==> src/rtl/pc_sequencer_pkg.sv <==
// Shared constants for the program-counter sequencer: opcodes, FSM state encoding
// and the default sequential PC increment.
package pc_sequencer_pkg;

    localparam logic [5:0] OP_BEQ = 6'b100110;
    localparam logic [5:0] OP_J   = 6'b100100;

    localparam int PC_STEP_DEFAULT = 4;
    localparam int CNT_W           = 16;

    typedef enum logic [1:0] {
        IDLE = 2'd0,
        RUN  = 2'd1,
        HALT = 2'd2
    } state_t;

endpackage

==> src/rtl/pc_sequencer_target_calc.sv <==
// Next-PC arithmetic: sequential step, or a BEQ/J target formed from the
// sign-extended displacement shifted left by one. Purely combinational.
module pc_target_calc
    import pc_sequencer_pkg::*;
#(
    parameter int MemSize = 10,
    parameter int PC_STEP = PC_STEP_DEFAULT
) (
    input  logic [MemSize-1:0] pc,
    input  logic [5:0]         opcode,
    input  logic [13:0]        imm14,
    input  logic [23:0]        imm24,
    input  logic               beq_equal,
    input  logic               enable_bj,
    output logic [MemSize-1:0] pc_next
);

    logic [31:0] offset;

    always_comb begin
        offset = 32'(PC_STEP);
        if (enable_bj && opcode == OP_J) begin
            offset = {{7{imm24[23]}}, imm24, 1'b0};
        end else if (enable_bj && opcode == OP_BEQ && beq_equal) begin
            offset = {{17{imm14[13]}}, imm14, 1'b0};
        end
    end

    // Truncating the offset before the add gives the same wrap modulo 2^MemSize.
    assign pc_next = pc + MemSize'(offset);

endmodule

==> src/rtl/pc_sequencer.sv <==
// Program-counter sequencer: waits for instruction memory, advances the PC once
// per retired instruction (with BEQ/J targets) and halts after total_ir retires.
//
// state | meaning
// IDLE  | PC parked at PC_START, waiting for load_im_done
// RUN   | PC addresses a live instruction, advances on pc_step
// HALT  | program retired (or empty), PC frozen until reset
module pc_sequencer
    import pc_sequencer_pkg::*;
#(
    parameter int MemSize  = 10,
    parameter int PC_START = 0,
    parameter int PC_STEP  = PC_STEP_DEFAULT
) (
    input  logic               clock,
    input  logic               reset,
    input  logic               load_im_done,
    input  logic               pc_step,
    input  logic               enable_bj,
    input  logic [5:0]         opcode,
    input  logic [13:0]        imm14,
    input  logic [23:0]        imm24,
    input  logic               beq_equal,
    input  logic [CNT_W-1:0]   total_ir,
    output logic [MemSize-1:0] PC,
    output logic               pc_valid,
    output logic               run_done,
    output logic [CNT_W-1:0]   retired_cnt
);

    localparam logic [MemSize-1:0] PC_INIT = MemSize'(PC_START);

    state_t             state, state_nxt;
    logic [MemSize-1:0] pc_calc, pc_nxt;
    logic [CNT_W-1:0]   cnt_nxt;
    logic               valid_nxt, done_nxt;
    logic               last_step;

    pc_target_calc #(
        .MemSize (MemSize),
        .PC_STEP (PC_STEP)
    ) u_target (
        .pc        (PC),
        .opcode    (opcode),
        .imm14     (imm14),
        .imm24     (imm24),
        .beq_equal (beq_equal),
        .enable_bj (enable_bj),
        .pc_next   (pc_calc)
    );

    // Compare in CNT_W+1 bits so a saturated count never aliases total_ir.
    assign last_step = ({1'b0, retired_cnt} + 17'd1) == {1'b0, total_ir};

    always_ff @(posedge clock) begin
        if (reset) begin
            state       <= IDLE;
            PC          <= PC_INIT;
            retired_cnt <= '0;
            pc_valid    <= 1'b0;
            run_done    <= 1'b0;
        end else begin
            state       <= state_nxt;
            PC          <= pc_nxt;
            retired_cnt <= cnt_nxt;
            pc_valid    <= valid_nxt;
            run_done    <= done_nxt;
        end
    end

    always_comb begin
        state_nxt = state;
        unique case (state)
            IDLE: begin
                if (load_im_done) begin
                    state_nxt = (total_ir == '0) ? HALT : RUN;
                end
            end
            RUN: begin
                if (pc_step && last_step) begin
                    state_nxt = HALT;
                end
            end
            HALT:    state_nxt = HALT;
            default: state_nxt = IDLE;
        endcase
    end

    // Next values of the registered outputs; flags follow the next state so
    // run_done and pc_valid change together with the final PC update.
    always_comb begin
        pc_nxt  = PC;
        cnt_nxt = retired_cnt;
        case (state)
            IDLE: begin
                pc_nxt  = PC_INIT;
                cnt_nxt = '0;
            end
            RUN: begin
                if (pc_step) begin
                    pc_nxt = pc_calc;
                    if (retired_cnt != '1) begin
                        cnt_nxt = retired_cnt + 1'b1;
                    end
                end
            end
            default: ;
        endcase
        valid_nxt = (state_nxt == RUN);
        done_nxt  = (state_nxt == HALT);
    end

endmodule

==> config.mk <==
export PLATFORM = sky130hd
export DESIGN_NAME = pc_sequencer
export DESIGN_NICKNAME = d
export VERILOG_FILES = /design/src/rtl/pc_sequencer_pkg.sv /design/src/rtl/pc_sequencer_target_calc.sv /design/src/rtl/pc_sequencer.sv
export SDC_FILE = /design/constraint.sdc
export NUM_CORES = 1
export LEC_CHECK = 0
export CORE_UTILIZATION = 25
export DETAILED_ROUTE_END_ITERATION = 7
export PLACE_DENSITY_LB_ADDON = 0.05
export SKIP_LAST_GASP = 1
export SLEW_MARGIN = 20
export SYNTH_ARGS = -nofsm -noshare
export SYNTH_HDL_FRONTEND = slang
export SYNTH_SLANG_ARGS = --single-unit
==> constraint.sdc <==
create_clock -name clock -period 8 [get_ports clock]
set_input_delay 1.6 -clock clock [delete_from_list [all_inputs] [get_ports clock]]
set_output_delay 1.6 -clock clock [all_outputs]
set_load 0.02 [all_outputs]
# == Word-level counts from Yosys, hierarchy flattened ==
# Cells that the tools add are included.
# totals
word_cells,38
memories,0
latch_bits,0
register_bits,30
ramBits,0
rom_bits,0
# op_classes
n_eq_ne,10
mul,0
shifts,0
n_reduce_logical,9
add_sub_neg,3
bitwise,0
div_mod_pow,0
muxes,11
order_cmp,0
# op_table
cell,n
16-bit 2-to-1 mux,2
16-bit one-hot mux with 2 select lines,1
10-bit 2-to-1 mux,3
10-bit one-hot mux with 2 select lines,1
16-bit by 1-bit adder with 17-bit output (second input constant),1
17-bit by 16-bit equality test with 1-bit output,1
16-bit by 1-bit adder with 16-bit output (second input constant),1
16-bit logical NOT,1
16-bit inequality test (second input constant),1
6-bit equality test (second input constant),2
10-bit adder,1
2-bit 2-to-1 mux,3
2-bit one-hot mux with 3 select lines,1
2-bit by 1-bit equality test with 1-bit output (second input constant),2
2-bit equality test (second input constant),2
1-bit logical AND,4
2-bit inequality test (second input constant),2
3-bit AND reduction,1
2-bit logical NOT,1
2-bit AND reduction,1
2-bit nonzero test,1

# == Depth between registers and ports, before layout ==
# Gate-level depths: netlist (run 1).
# logic_depth
ltp_word,8
depth_mapped,12
mapped_depth_nobuf,12

# == Hierarchy ==
# From an unflattened synthesis (run 1), not the netlist that was laid out.
# hier_totals
hier_cells,296
hier_area_um2,2368.5
# by_module_without_submodules
mod,cells_per_inst,seq_area_each_um2,instances,area_per_inst_um2
pc_sequencer,236,600.6,1,1884.3
pc_target_calc,60,0.0,1,484.2

# == Worst setup path after synthesis (run 1) ==
# OpenSTA, ideal clock, no wires.
# synth_path
path_type,input -> register
from,input port opcode[0]
to,register PC[9]
slack_ns,4.011
setup_ns,0.062
path_buffers,0
arrival_ns,3.927
stages,11
cell_sequence,nor4b_1 -> nand3_1 -> nor2_1 -> a21oi_1 -> fa_1 -> a21oi_1 -> o211ai_1 -> a2111oi_0 -> nor3_1 -> o21bai_1 -> nand3_1
# synth_via
elab_chain_len,8
elab_cells_between_ends,10
classes_between,add/sub: 1; eq/ne: 2; mux: 4; reduce/logical: 3
# synth_lines
item,line,rtl
start: declaration,pc_sequencer.sv:20,"input logic [5:0] opcode,"
6-bit equality test,pc_sequencer_target_calc.sv:24,end else if (enable_bj && opcode == OP_BEQ && beq_equal) begin
1-bit logical AND (2 in a row),pc_sequencer_target_calc.sv:24,
10-bit 2-to-1 mux,pc_sequencer_target_calc.sv:24,
10-bit 2-to-1 mux (*),pc_sequencer_target_calc.sv:22,if (enable_bj && opcode == OP_J) begin
10-bit adder (*),pc_sequencer_target_calc.sv:30,assign pc_next = pc + MemSize'(offset);
10-bit 2-to-1 mux (*),pc_sequencer.sv:100,if (pc_step) begin
10-bit one-hot mux with 2 select lines (*),pc_sequencer.sv:94,case (state)
end signal: assignment,pc_sequencer.sv:64,PC <= pc_nxt;
end: declaration,pc_sequencer.sv:25,"output logic [MemSize-1:0] PC,"
# Every way passes the cells marked *; elsewhere a longest branch is shown, timed or not. The select of a mux whose other input is x is not followed.
# A chain may end at the register's enable or synchronous reset.

# == Worst setup path in the final report (run 1) ==
# layout_path
from,input port opcode[0]
to,register PC[8]
# The elaborated chain is that of the path after synthesis.

==> summary.md, run 1 <==
| Metric | Value |
|---|---|
| HPWL after DPL | between 5 and 6 mm |
| Worst Skew | between 0.005 and 0.006 ns |
| Max Cap Violations | 0 |
| Post-route insts no fill | about 470 |
| Fin area | ~3200 sq um |
| Ant. Diodes | 0 |
| Syn Nets | approximately 370 |
| Fin nets | 433 |
| Layout cells sized above 1 | about 5.3% |
| First-pass GRT wire length | about 12 mm |
| Worst Setup SP | opcode[0] |
| Vias per std cell | approximately 5.3 |
| Worst vdd ir | about 0.000092 V |
| Pin count of the biggest net entering global routing | 34 |
| Fin crit period | around 4.7 ns |
| Register area share after synthesis | about a quarter |
| Dpl cells | around 460 |
| CTS tree | done |
| # DRC | 0 |
| Die Ht | roughly 99 um |
| DP Area | about 3100 sq um |
| FF+latch count, synth | 29 |
| CTS H-Tree Depth | 2 |
| Top-area cell type share of the netlist area | between 20% and 30% |
| HP Class | reg2reg |
| Post-synthesis cell type with the largest combined area | dfxtp_1 |
| CP arrival | 4.93 ns |
| CP Max Fanout | 8 |
| Number of nets with antenna violations after routing | 0 |
| Final WL | around 7.5 mm |
| Critical R2R Launch | retired_cnt[0] |
| Crit start category | input pin |
| Highest clock rate | 212 MHz |
| Dominant synthesized flop cell | dfxtp_1 |
| WP data required | between 8 and 9 ns |
| Later-pin clock latency in the skew report | roughly 0.28 ns |
| Initial antenna violation count | 0 |
| # hold bufs at CTS | 0 |
| DR iter-0 viols | 85 |
| GRT Util Overall | 15.5% |
| Setup bufs post-CTS | 0 |
| Rel. slew slack | approximately a third |
| Worst setup margin | approximately 3.3 ns |
| Num Clock Sinks | 29 |
| Vias in the first global route | between 2000 and 2500 |
| Synth warn | 0 |
| Tcrit/Tclk final | between 50% and 60% |
| Commonest non-fill, non-tap cell in the layout | clkdlybuf4s50_1 |
| Clock-pin slew on the worst setup and hold paths | ~0.070 ns |
| Core Area | slightly below 9000 sq um |
| Most frequent cells in the layout | clkdlybuf4s50_1, nor2_1, dfxtp_1 |
| Final setup violation count | 0 |
| IO buf count | 72 |
| Fin util | between 30% and 40% |
| Leak | ~1.1 nW |
| DIE AREA | about 9800 sq um |
| Avg Cell Area, Syn | 8.03 sq um |
| Pwr/cell area | approximately 110 nW/um^2 |
| Setup WS pre-CTS | just under 3 ns |
| Post-synth EDFFs | 0 |
| I/O pin count | between 90 and 100 |
| Async SR Flop Fraction | 0% |
| Post_cts resized | 0 |
| Setup crit end kind | register |
| Top cells by area, synth | dfxtp_1, xnor2_1, nor2_1, a21oi_1, ha_1 |
| Final GP Congestion | a little under 0.8 |
| Synthesized netlist cell count | ~300 |
| RSZ-0062 raised after global routing | no |
| Die X | slightly below 100 um |
| Grt total ovfl | 0 |
| Cell Area, Synth | 2340 sq um |
| Initial core utilization | between 20% and 30% |
| Final setup TNS | 0 ns |
| Final Max Slew Viols | 0 |
| Crit path kind | in2reg |
| Row count | 34 |
| Worst Min Path Start | state[1] |
| Num CTS Buffers | 5 |
| Worst slew pin tran | between 0.9 and 1 ns |
| Status | finished clean |
| Yosys cell types | 54 |
| Hold Vio Cnt, Final | 0 |
| DR vias | 2468 |
| Area growth syn-to-layout | 38.4% |
| CTS root buf | clkbuf_8 |
| Bufs on Longest Clock Path | 2 |
| Drt pass-1 iters | 4 |
| FF-to-FF setup slack | between 5 and 6 ns |
| WL/cell | about 16 um |
## per-stage QoR
stage / power [mW] / hold WS (ns)
6_report: 0.372 / 0.522
4_1_cts: 0.379 / 0.533
3_5_place_dp: 0.209 / 0.521
2_1_floorplan: 0.176 / 0.462
3_3_place_gp: 0.209 / 0.525
5_1_grt: 0.389 / 0.566
## metal layers
| metal | track usage, % | up-vias | routed length (um) |
|---|---|---|---|
| met5 | 0 | - | 0 |
| met4 | 3.44 | 0 | 48 |
| met3 | 2.77 | 5 | 288 |
| met2 | 24.7 | 51 | 3260 |
| met1 | 21.8 | 1179 | 3860 |
| li1 | - | 1233 | - |
## sequential cells by signal, summed over array words and instances (netlist names)
signal       count
PC               9
pc_valid         1
retired_cnt     16
run_done         1
state            2
## power breakdown
group / internal, mW / switching (mW)
sequential: 0.145 / 0.00167
clock: 0.101 / 0.0650
combinational: 0.0314 / 0.0268
## critical path, stage by stage
cell	delay, ns
clkdlybuf4s50_1	0.39
nor4b_1	0.30
nand3_1	0.21
nor2_1	0.47
a21oi_1	0.28
ha_1	0.33
a21o_1	0.15
a21oi_1	0.28
o21ai_0	0.15
o41ai_1	0.45
nand4b_1	0.16
o211ai_1	0.14
## cell usage after synthesis (all sizes together) (3+ instances only)
master	n
clkbuf	7
nand4	4
nand3b	4
a21oi	24
xor2	8
xnor2	17
inv	6
and4	4
nor3	9
a2111oi	5
nand3	12
a31oi	6
nor4	9
dfxtp	29
a22o	9
o21ai	20
a22oi	7
nand2	13
nand4b	3
ha	9
buf	8
o211ai	4
a21o	5
or3	6
nor2	35
## worst paths after layout
kind                                  to  cells past startpoint
worst max-delay path               PC[8]                     12
worst min-delay path            state[0]                      1
worst max register to register  pc_valid                      7
worst min register to register  state[0]                      1
## cell type report
class | count | area (sq um)
Clock buffer | 6 | 82.6
Tap cell | 108 | 135
Sequential cell | 29 | 581
Timing Repair Buffer | 73 | 728
Clock inverter | 2 | 37.5
Inverter | 6 | 22.5
Multi-Input combinational cell | 242 | 1660
Fill cell | 951 | 5650
## kinds of logic after synthesis
kind of cell	after synthesis	share of synthesized area [%]
compound gates	92	27.4
other cells	1	0.160
simple gates	114	28.2
buf+inv	21	4.48
fa+ha+maj	10	5.66
flops	29	24.8
xor+xnor	25	9.34
No activity file was read; power rests on OpenSTA's default activity.
==> run 2, diff against run 1 <==
==> constraint.sdc (replaced) <==
create_clock -name clock -period 4.5 [get_ports clock]
set_input_delay 0.9 -clock clock [delete_from_list [all_inputs] [get_ports clock]]
set_output_delay 0.9 -clock clock [all_outputs]
set_load 0.02 [all_outputs]
==> run 2 against run 1 <==
Sequential cell count did not move. Clock power grew 77%. Global-route usage grew 0.58 points. Critical path depth unchanged. Combinational power grew 80%. Largest power group unchanged. Sequential power grew 78%.
==> summary.md, run 2 (synthesis results as in run 1) <==
| Metric | Value |
|---|---|
| I/O pin count | between 90 and 100 |
| Bufs on Longest Clock Path | 2 |
| Hold depth | 1 |
| Reg area | between 500 and 600 sq um |
| First-pass GRT wire length | 12.3 mm |
| Core Area | 8890 sq um |
| Rel. slew slack | approximately 51% |
| GRT Util Overall | 16.1% |
| Leak | 1.11 nW |
| DR iter-0 viols | 97 |
| Largest regs | retired_cnt (16), PC (9), state (2) |
| Die X | roughly 100 um |
| Final setup violation count | 0 |
| Fin area | roughly 3300 sq um |
| Num CTS Buffers | 5 |
| Grt total ovfl | 0 |
| Most frequent cells in the layout | clkdlybuf4s50_1, nor2_1, dfxtp_1 |
| Hold slack final | ~0.52 ns |
| Fillers | ~930 |
| WP data required | about 4.7 ns |
| Num Clock Sinks | 29 |
| DR vias | ~2400 |
| Vias in the first global route | approximately 2400 |
| Crit path kind | in2reg |
| FF-to-FF setup slack | 1.83 ns |
| IO buf count | 72 |
| Hold Vio Cnt, Final | 0 |
| Layout cells sized above 1 | ~6% |
| Status | finished clean |
| Tcrit/Tclk final | between 80 and 90% |
| Clock-pin slew on the worst setup and hold paths | ~0.070 ns |
| Post_cts resized | 0 |
| Drt pass-1 iters | 5 |
| Fin nets | 436 |
| Final GP Congestion | approximately 0.8 |
| Number of nets with antenna violations after routing | 0 |
| CTS H-Tree Depth | 2 |
| Setup crit end kind | register |
| Reg2reg end | pc_valid |
| RSZ-0062 raised after global routing | no |
| Commonest non-fill, non-tap cell in the layout | clkdlybuf4s50_1 |
| Later-pin clock latency in the skew report | 0.29 ns |
| Fin crit period | a little under 4 ns |
| CTS tree | done |
| Worst Skew | approximately 0.0022 ns |
| HPWL after DPL | roughly 5.8 mm |
| Worst vdd ir | between 0.00009 and 0.0001 V |
| Worst r2r path cells | 7 |
| Final WL | 7.54 mm |
| Worst Hold End | state[0] |
| # DRC | 0 |
| Pin count of the biggest net entering global routing | 21 |
| Area of the multi-input gates | between 1500 and 2000 sq um |
| Initial antenna violation count | 0 |
| HP Class | reg2reg |
| CP Max Fanout | 5 |
| Row count | 34 |
| Area growth syn-to-layout | 39.4% |
| Ant. Diodes | 0 |
| Die Ht | roughly 99 um |
| Crit start category | input pin |
| WL/cell | ~16 um |
| Highest clock rate | ~260 MHz |
| Max Cap Violations | 0 |
| CTS root buf | clkbuf_8 |
| Pwr/cell area | a little over 200 nW/um^2 |
| Critical R2R Launch | retired_cnt[0] |
| Power, Total | ~660 uW |
| DP Area | roughly 3100 sq um |
| Vias per std cell | 5.19 |
| Biggest register | retired_cnt |
| # hold bufs at CTS | 0 |
| CP arrival | 4.12 ns |
| Worst slew pin tran | 0.742 ns |
| Max FFs per register | 16 |
| Initial core utilization | a little over a quarter |
| Final setup TNS | 0 ns |
| DIE AREA | about 9800 sq um |
| Setup bufs post-CTS | 0 |
| Final Max Slew Viols | 0 |
| Worst Min Path Start | state[1] |
-- run 2: how the worst max path moves through the flow --
stage               startpoint     to  slack [ns]
floorplan            opcode[0]  PC[9]        1.21
CTS                  opcode[0]  PC[8]        0.56
global route         opcode[0]  PC[9]        0.29
finish               opcode[0]  PC[8]        0.59
global placement     opcode[0]  PC[9]        0.31
detailed placement   opcode[0]  PC[8]        0.26
-- run 2: metrics by stage --
step	util (%)	worst slack [ns]	std cells
CTS	36.7	0.560	469
finish	36.7	0.593	469
floorplan	-	1.21	292
global placement	35.4	0.309	461
global route	36.7	0.289	469
detailed placement	35.4	0.262	461
-- run 2: area by class of cell --
type,count,share of cell area [%]
Clock buffer,6,2.53
Clock inverter,2,1.15
Inverter,6,0.689
Multi-Input combinational cell,242,50.7
Sequential cell,29,17.8
Tap cell,108,4.14
Timing Repair Buffer,76,23.0
-- run 2: routing by layer --
metal	GRT usage, %	share of wire [%]
met5	0	0
met4	3.10	0.90
met3	4.11	4.1
met2	23.9	42
met1	23.4	53
-- run 2: report_power, final --
part | leakage, nW | internal, mW | switching [mW]
Combinational | 0.821 | 0.0565 | 0.0484
Sequential | 0.234 | 0.259 | 0.00294
Clock | 0.0574 | 0.180 | 0.114
-- run 2: critical path, stage by stage --
cell and delay [ns]:
clkdlybuf4s50_1 0.40, nor4b_1 0.30, nand3_1 0.20, nor2_1 0.39, a21oi_1 0.25, ha_1 0.33, a21o_1 0.15, a21oi_1 0.31
o21ai_0 0.16, o41ai_1 0.44, nand4b_1 0.16, o211ai_1 0.12
